<file path="src/rtl/branch_predictor.sv">
// Direct-mapped branch target buffer with per-entry saturating direction counters
// and a registered misprediction redirect/counter stage.
module branch_predictor #(
  parameter int ADDR_W  = 64,
  parameter int ENTRIES = 16,
  parameter int CNT_W   = 2
) (
  input  logic              clk,
  input  logic              rst,
  input  logic [ADDR_W-1:0] lk_pc,
  output logic              lk_hit,
  output logic              lk_taken,
  output logic [ADDR_W-1:0] lk_target,
  input  logic              up_valid,
  input  logic [ADDR_W-1:0] up_pc,
  input  logic              up_taken,
  input  logic [ADDR_W-1:0] up_target,
  input  logic              up_pred_taken,
  input  logic [ADDR_W-1:0] up_pred_target,
  input  logic              flush,
  output logic              mispredict,
  output logic [ADDR_W-1:0] redirect_pc,
  output logic [31:0]       mispredict_cnt
);

  localparam int IDX_W = $clog2(ENTRIES);
  localparam int TAG_W = ADDR_W - IDX_W - 2;

  localparam logic [CNT_W-1:0]  CNT_MAX     = {CNT_W{1'b1}};
  localparam logic [CNT_W-1:0]  CNT_WEAK_T  = CNT_W'(1) << (CNT_W - 1);
  localparam logic [CNT_W-1:0]  CNT_WEAK_NT = CNT_WEAK_T - CNT_W'(1);
  localparam logic [ADDR_W-1:0] PC_STEP     = ADDR_W'(4);

  function automatic logic [CNT_W-1:0] sat_inc(input logic [CNT_W-1:0] c);
    return (c == CNT_MAX) ? c : c + CNT_W'(1);
  endfunction

  function automatic logic [CNT_W-1:0] sat_dec(input logic [CNT_W-1:0] c);
    return (c == '0) ? c : c - CNT_W'(1);
  endfunction

  function automatic logic [31:0] sat_inc32(input logic [31:0] c);
    return (c == 32'hFFFF_FFFF) ? c : c + 32'd1;
  endfunction

  logic [ENTRIES-1:0] valid_mem;
  logic [TAG_W-1:0]   tag_mem    [ENTRIES];
  logic [ADDR_W-1:0]  target_mem [ENTRIES];
  logic [CNT_W-1:0]   cnt_mem    [ENTRIES];

  logic [IDX_W-1:0]  lk_idx;
  logic [TAG_W-1:0]  lk_tag;
  logic [IDX_W-1:0]  up_idx;
  logic [TAG_W-1:0]  up_tag;
  logic              up_hit;
  logic              vld_p0;
  logic              mispred_p0;
  logic [ADDR_W-1:0] correct_pc_p0;
  logic              mispredict_p1;
  logic [ADDR_W-1:0] redirect_pc_p1;
  logic [31:0]       mispredict_cnt_p1;

  // Stage p0: combinational lookup; reads see the table as of the last edge
  always_comb begin
    lk_idx    = lk_pc[IDX_W+1:2];
    lk_tag    = lk_pc[ADDR_W-1:IDX_W+2];
    lk_hit    = valid_mem[lk_idx] && (tag_mem[lk_idx] == lk_tag);
    lk_taken  = lk_hit && cnt_mem[lk_idx][CNT_W-1];
    lk_target = lk_hit ? target_mem[lk_idx] : lk_pc + PC_STEP;
  end

  always_comb begin
    vld_p0        = up_valid;
    up_idx        = up_pc[IDX_W+1:2];
    up_tag        = up_pc[ADDR_W-1:IDX_W+2];
    up_hit        = valid_mem[up_idx] && (tag_mem[up_idx] == up_tag);
    correct_pc_p0 = up_taken ? up_target : up_pc + PC_STEP;
    mispred_p0    = vld_p0 && ((up_taken != up_pred_taken) ||
                               (up_taken && up_pred_taken && (up_target != up_pred_target)));
  end

  always_ff @(posedge clk or negedge rst) begin
    if (!rst) begin
      valid_mem <= '0;
      for (int i = 0; i < ENTRIES; i++) cnt_mem[i] <= CNT_WEAK_NT;
    end else if (flush) begin
      valid_mem <= '0;
    end else if (vld_p0) begin
      if (up_hit) begin
        cnt_mem[up_idx] <= up_taken ? sat_inc(cnt_mem[up_idx]) : sat_dec(cnt_mem[up_idx]);
      end else if (up_taken) begin
        valid_mem[up_idx] <= 1'b1;
        cnt_mem[up_idx]   <= CNT_WEAK_T;
      end
    end
  end

  // Tag/target payload is only meaningful behind a valid bit, so it carries no reset
  always_ff @(posedge clk) begin
    if (rst && !flush && vld_p0 && up_taken) begin
      tag_mem[up_idx]    <= up_tag;
      target_mem[up_idx] <= up_target;
    end
  end

  // Stage p1: registered redirect and misprediction statistics
  always_ff @(posedge clk or negedge rst) begin
    if (!rst) begin
      mispredict_p1     <= 1'b0;
      redirect_pc_p1    <= '0;
      mispredict_cnt_p1 <= '0;
    end else begin
      mispredict_p1 <= mispred_p0;
      if (mispred_p0) begin
        redirect_pc_p1    <= correct_pc_p0;
        mispredict_cnt_p1 <= sat_inc32(mispredict_cnt_p1);
      end
    end
  end

  assign mispredict     = mispredict_p1;
  assign redirect_pc    = redirect_pc_p1;
  assign mispredict_cnt = mispredict_cnt_p1;

endmodule

</file>
<file path="config.mk">
export PLATFORM = sky130hd
export DESIGN_NAME = branch_predictor
export DESIGN_NICKNAME = d
export VERILOG_FILES = /design/src/rtl/branch_predictor.sv
export SDC_FILE = /design/constraint.sdc
export NUM_CORES = 2
export LEC_CHECK = 0
export BUFFER_PORTS_ARGS = -buffer_cell sky130_fd_sc_hd__buf_2
export CAP_MARGIN = 15
export CORE_UTILIZATION = 45
export DETAILED_ROUTE_END_ITERATION = 16
export PLACE_DENSITY_LB_ADDON = 0.08
export SYNTH_ARGS = -nofsm -noshare
export SYNTH_HDL_FRONTEND = slang
export SYNTH_SLANG_ARGS = --single-unit
</file>
<file path="constraint.sdc">
create_clock -name clk -period 9.8 [get_ports clk]
set_input_delay 2.94 -clock clk [delete_from_list [all_inputs] [get_ports clk]]
set_output_delay 2.94 -clock clk [all_outputs]
set_load 0.02 [all_outputs]
</file>
Word-level counts from Yosys, hierarchy flattened
Memories as Yosys holds them, arrays and structs flattened.
Index checks and enable logic that the tools add are counted.
{ "totals": {"regBits": 145, "latchBits": 0, "ram_bits": 1952, "mem_bits_ro": 0, "input_bits": 262, "out_inout_bits": 163, "elab_cells": 96, "memories": 2} }
{ "classes": {"n_addsub": 5, "n_mul": 0, "n_div": 0, "n_lt_le_gt_ge": 6, "eq_ne": 7, "shifts": 0, "n_mux": 28, "n_bitwise": 8, "n_reduce_logical": 20} }
{ "memory_table": {"columns": ["name", "words", "word_bits", "read_ports", "rd_ports_with_merged_regs", "write_ports", "line_no", "text"], "rows": [
  ["target_mem", 16, 64, 1, 0, 1, "48", "logic [ADDR_W-1:0] target_mem [ENTRIES];"],
  ["tag_mem", 16, 58, 2, 0, 1, "47", "logic [TAG_W-1:0] tag_mem [ENTRIES];"]
]} }
{ "ops": {"columns": ["cell", "count"], "rows": [
  ["64-bit by 3-bit adder with 64-bit output (second input constant)", 2],
  ["64-bit two-way mux", 2],
  ["58-bit == test", 2],
  ["16-bit two-way mux", 4],
  ["32-bit two-way mux", 2],
  ["64-bit != test", 1],
  ["32-bit by 1-bit adder with 32-bit output (second input constant)", 1],
  ["32-bit bitwise mux", 1],
  ["32-bit == test (second input constant)", 1],
  ["16-bit OR", 2],
  ["16-bit bitwise AND", 1],
  ["2-bit binary-select mux with 4-bit select", 2],
  ["2-bit two-way mux", 8],
  ["16-bit NOT", 1],
  ["1-bit logical AND", 11],
  ["5-bit >= comparator (second input constant)", 2],
  ["4-bit by 5-bit less-than comparator with 1-bit output (second input constant)", 2],
  ["4-bit NOT with 5-bit output", 2],
  ["1-bit binary-select mux with 4-bit select", 2],
  ["2-bit demux with 4-bit select", 1],
  ["3-bit AND reduction", 2],
  ["2-bit nonzero test", 3],
  ["5-bit by 1-bit less-than comparator with 1-bit output (second input constant)", 1],
  ["1-bit two-way mux", 5],
  ["other kinds (12)", 13]
]} }

Depth between registers and ports, before layout
{ "depth": {"ltp_word": 9, "depth_mapped": 19, "mapped_depth_nobuf": 10} }

Least setup slack after synthesis
OpenSTA, ideal clock, no wires.
{ "synth_timing": {"kind": "input to register", "from": "input up_pc[2]", "to": "memory tag_mem[12][0] in the netlist's numbering, enable pin", "t_arrival_ns": 10.137, "t_required_ns": 9.195, "slack_ns": -0.942, "path_stages": 11, "cell_sequence": "buf_6 > buf_6 > buf_6 > inv_2 > buf_2 > buf_1 > buf_1 > ha_1 > clkbuf_1 > nand2_1 > nor2_1"} }
{ "synth_lines": {"columns": ["element", "line_no", "text"], "rows": [
  ["start: declaration", "15", "input logic [ADDR_W-1:0] up_pc,"],
  ["end: declaration", "47", null]
]} }
Straight into the memory's write port.

Final worst setup path
{ "layout_timing": {"from": "input lk_pc[3]", "to": "output lk_target[35]"} }
{ "layout_via": {"elab_chain_len": 4, "elab_cells_between_ends": 8} }
{ "layout_lines": {"columns": ["element", "line_no", "text"], "rows": [
  ["start: declaration", "10", "input logic [ADDR_W-1:0] lk_pc,"],
  ["branches (longest 3 deep; another with 64-bit by 3-bit adder with 64-bit output)", null, null],
  ["64-bit two-way mux *", "69", "lk_target = lk_hit ? target_mem[lk_idx] : lk_pc + PC_STEP;"],
  ["end: declaration", "13", "output logic [ADDR_W-1:0] lk_target,"]
]} }
Mark *: on every way between the ends. The select of a mux whose other input is x is not followed.

==> results.md <==
* Final setup fails at 0
* Pwr Density at 186.6 nW/µm²
* Hold path startpoint: mispredict_cnt[31]$_DFFE_PN0P_
* Worst skew pair latency at 900 ps
* Sequential cell area at 62,260 µm²
* Routed WL at 359.8 mm
* Sequential share of the synthesized area at 65.56%
* Port Buffers at 424
* Final worst path period share at 99.98%
* Io pins at 425
* Starting Density at 45.32%
* Worst EP required at 6860 ps
* Crit Reg-Reg Startpoint: tag_mem[12][50]$_DFFE_PP_
* Post-Syn Nets at 5,522
* TritonCTS clock tree: built
* Mean Syn Cell Area at 18.08 µm²
* Placeable Area at 209,600 µm²
* FF+latch count, synth at 2,097
* DR pass1 iterations at 6
* Outcome: finished clean
* Synthesized area at 94,970 µm²
* Clk buf depth at 3
* Pleak at 36.43 nW
* Min Clock Period, post-route at 9798 ps
* Post-synthesis adder-cell area fraction at 0.1133%
* Total number of vias at 59,023
* WHS Path Cells at 1
* Area Growth Syn to Fin at 15.25%
* Worst-path fanout max at 32
* Setup TNS at 0 ps
* DR iter-0 viols at 8,782
* Final hold vios at 0
* Final HPWL from detailed placement at 237.4 mm
* Relative slew slack at 26.59%
* Finished layout cell area at 109,500 µm²
* Hold_buf cts at 0
* Row count at 168
* Routed vias/inst at 6.634
* Yosys warns at 0
* Xor-xnor portion of the synthesized cell area at 2.730%
* Die Span X at 461.4 µm
* End of the worst register-to-register path: valid_mem[1]$_DFFE_PN0P_
* Commonest non-fill, non-tap cells in the layout: edfxtp_1, mux4_2, buf_2, buf_4, mux2i_1
* Pin count of the biggest net entering global routing at 130
* Final Wtd Congestion at 0.9816
* CTS clock-pin slew for the worst setup and hold paths at 50 ps
* Number of CTS-inserted buffers at 221
* H-tree levels at 4
* Clock Sinks at 2,097
* Ys async rst share at 6.915%
* Startpoint types: primary input
* Top FF cell, synth: edfxtp_1
* Total grt overflow at 0
* Final slew viol count at 0
* Area of the multi-input gates at 31,010 µm²
* Die Height at 461.4 µm
* Cell area after placement at 102,100 µm²
* Hold_ws at 484.1 ps
* Placed cells at 8,444
* Critical path class: primary input to output port
* Compound-Gate Fraction of Synth Area at 3.616%
* Hold Path End: mispredict_cnt[31]$_DFFE_PN0P_
* Post-synthesis mux area share at 21.73%
* Post-Synth Simple-Gate Area at 4.317%
* Min-Delay Path Class: flop to flop
* Netlist cell types at 81
* Final cell count without fillers at 8,897
* Post-route DRC violation count at 0
* Critical Path AT at 6860 ps
* Clock Skews at 66.23 ps
* Commonest non-fill, non-tap cell in the layout: edfxtp_1
* First-pass GRT wire length at 484.2 mm
* EDFF count, synth at 1,952
* Antenna viol nets, final at 0
* GRT Util Overall at 33.64%
* Clock Tree Root: clkbuf_16
* Vias in the first global route at 56,731
* Largest family of logic cells by synthesized area: multiplexers
* Share of cells above drive strength 1 at 32.74%
* Maxcap violations at 0
* Avg WL per Cell at 40.44 µm
* Worst vdd ir at 0.1973 mV
* Net count, final at 6,133
* Reg2reg setup slack at 4960 ps
* Maximum clock rate at 0.1021 GHz
* CP Capture Type: output port
* Fillers at 17,010
* Cells after Synth at 5,253
* Die area at 212,900 µm²
* Worst slew pin tran at 1101 ps
* R2R cell count at 11
* Initial antenna violation count at 68
* Post-layout util at 52.23%
==> synthesized netlist by cell type (30+ instances only) <==
cell / number / area share (%)
edfxtp_1: 1952 / 62
mux4_2: 718 / 17
mux2i_1: 263 / 2.8
nand2_1: 237 / 0.94
xnor2_1: 210 / 1.9
clkbuf_1: 193 / 0.76
mux2_2: 154 / 1.8
dfrtp_1: 129 / 3.4
nor2_1: 119 / 0.47
o21ai_0: 92 / 0.48
xor2_1: 86 / 0.79
nand3_1: 78 / 0.41
a21oi_1: 69 / 0.36
nand4_1: 68 / 0.45
buf_2: 61 / 0.32
buf_1: 60 / 0.24
inv_1: 60 / 0.24
a22oi_1: 59 / 0.47
o22ai_1: 50 / 0.33
and2_1: 48 / 0.32
and3_1: 46 / 0.30
nor3_1: 41 / 0.22
nor2b_1: 32 / 0.21
a221oi_1: 30 / 0.28
==> state kept, by name (all words and copies together), names as in the netlist <==
signal	cells
redirect_pc	64
mispredict_cnt	32
cnt_mem	32
target_mem	1024
tag_mem	928
mispredict	1
valid_mem	16
==> per-stage QoR <==
step                      power [mW]  worst slack (ps)
after floorplan                11.20             68.73
final                          20.42             1.600
after global placement         12.23            -53.46
after global routing           20.89            -10.82
after CTS                      20.49             2.192
after detailed placement       12.24            -103.5
==> layer usage <==
metal,share of wire [%],global-route usage [%],vias to the layer above
li1,-,-,22935
met1,39,46.12,31574
met2,46,51.49,3796
met3,9.7,6.686,702
met4,5.5,16.45,16
met5,0.029,0,-
==> worst max-delay path: stages <==
cell,delay (ps)
buf_8,250
buf_12,230
buf_4,150
nor2b_1,350
buf_4,280
a22oi_1,80
o21ai_0,200
a211oi_1,210
or4b_2,730
nor3_1,250
nand4_1,120
buf_4,220
clkbuf_16,230
mux2_2,330
buf_2,160
==> how the worst max path moves through the flow <==
stage / from / endpoint / cells past startpoint
final: lk_pc[3] / lk_target[35] / 15
after global placement: lk_pc[2] / lk_hit / 12
after CTS: lk_pc[4] / lk_hit / 16
after global routing: lk_pc[2] / lk_target[51] / 15
after detailed placement: lk_pc[2] / lk_hit / 12
after floorplan: lk_pc[2] / lk_target[0] / 10
==> repair_timing <==
| item | CTS | global route |
|---|---|---|
| setup endpoints to repair | 65 | 66 |
| hold endpoints to repair | 0 | 0 |
| cloned | 0 | 1 |
| gates resized for setup | 3 | 15 |
| pin swaps | 0 | 1 |
| setup buffers | 0 | 1 |
==> final cells by class <==
class                           count  share of cell area, %
Antenna cell                       45                 0.1029
Clock buffer                      297                  5.444
Clock inverter                    109                  1.062
Inverter                           63                 0.2229
Multi-Input combinational cell   2743                  28.34
Sequential cell                  2097                  56.89
Tap cell                         2805                  3.207
Timing Repair Buffer              738                  4.737
==> power by group <==
| group | total [mW] | switching [mW] | leakage (nW) | internal, mW |
|---|---|---|---|---|
| Combinational | 2.11 | 1.35 | 13.6 | 0.757 |
| Sequential | 9.97 | 0.0743 | 19.3 | 9.90 |
| Clock | 8.34 | 3.63 | 3.47 | 4.71 |
| Total | 20.4 | 5.06 | 36.4 | 15.4 |
==> cell families after synthesis <==
family / Yosys count
simple gates: 798
xor+xnor: 296
fa+ha+maj: 9
mux: 1144
flops: 2097
compound gates: 496
buf+inv: 413
Note: power is estimated with default switching activity, not from simulation.
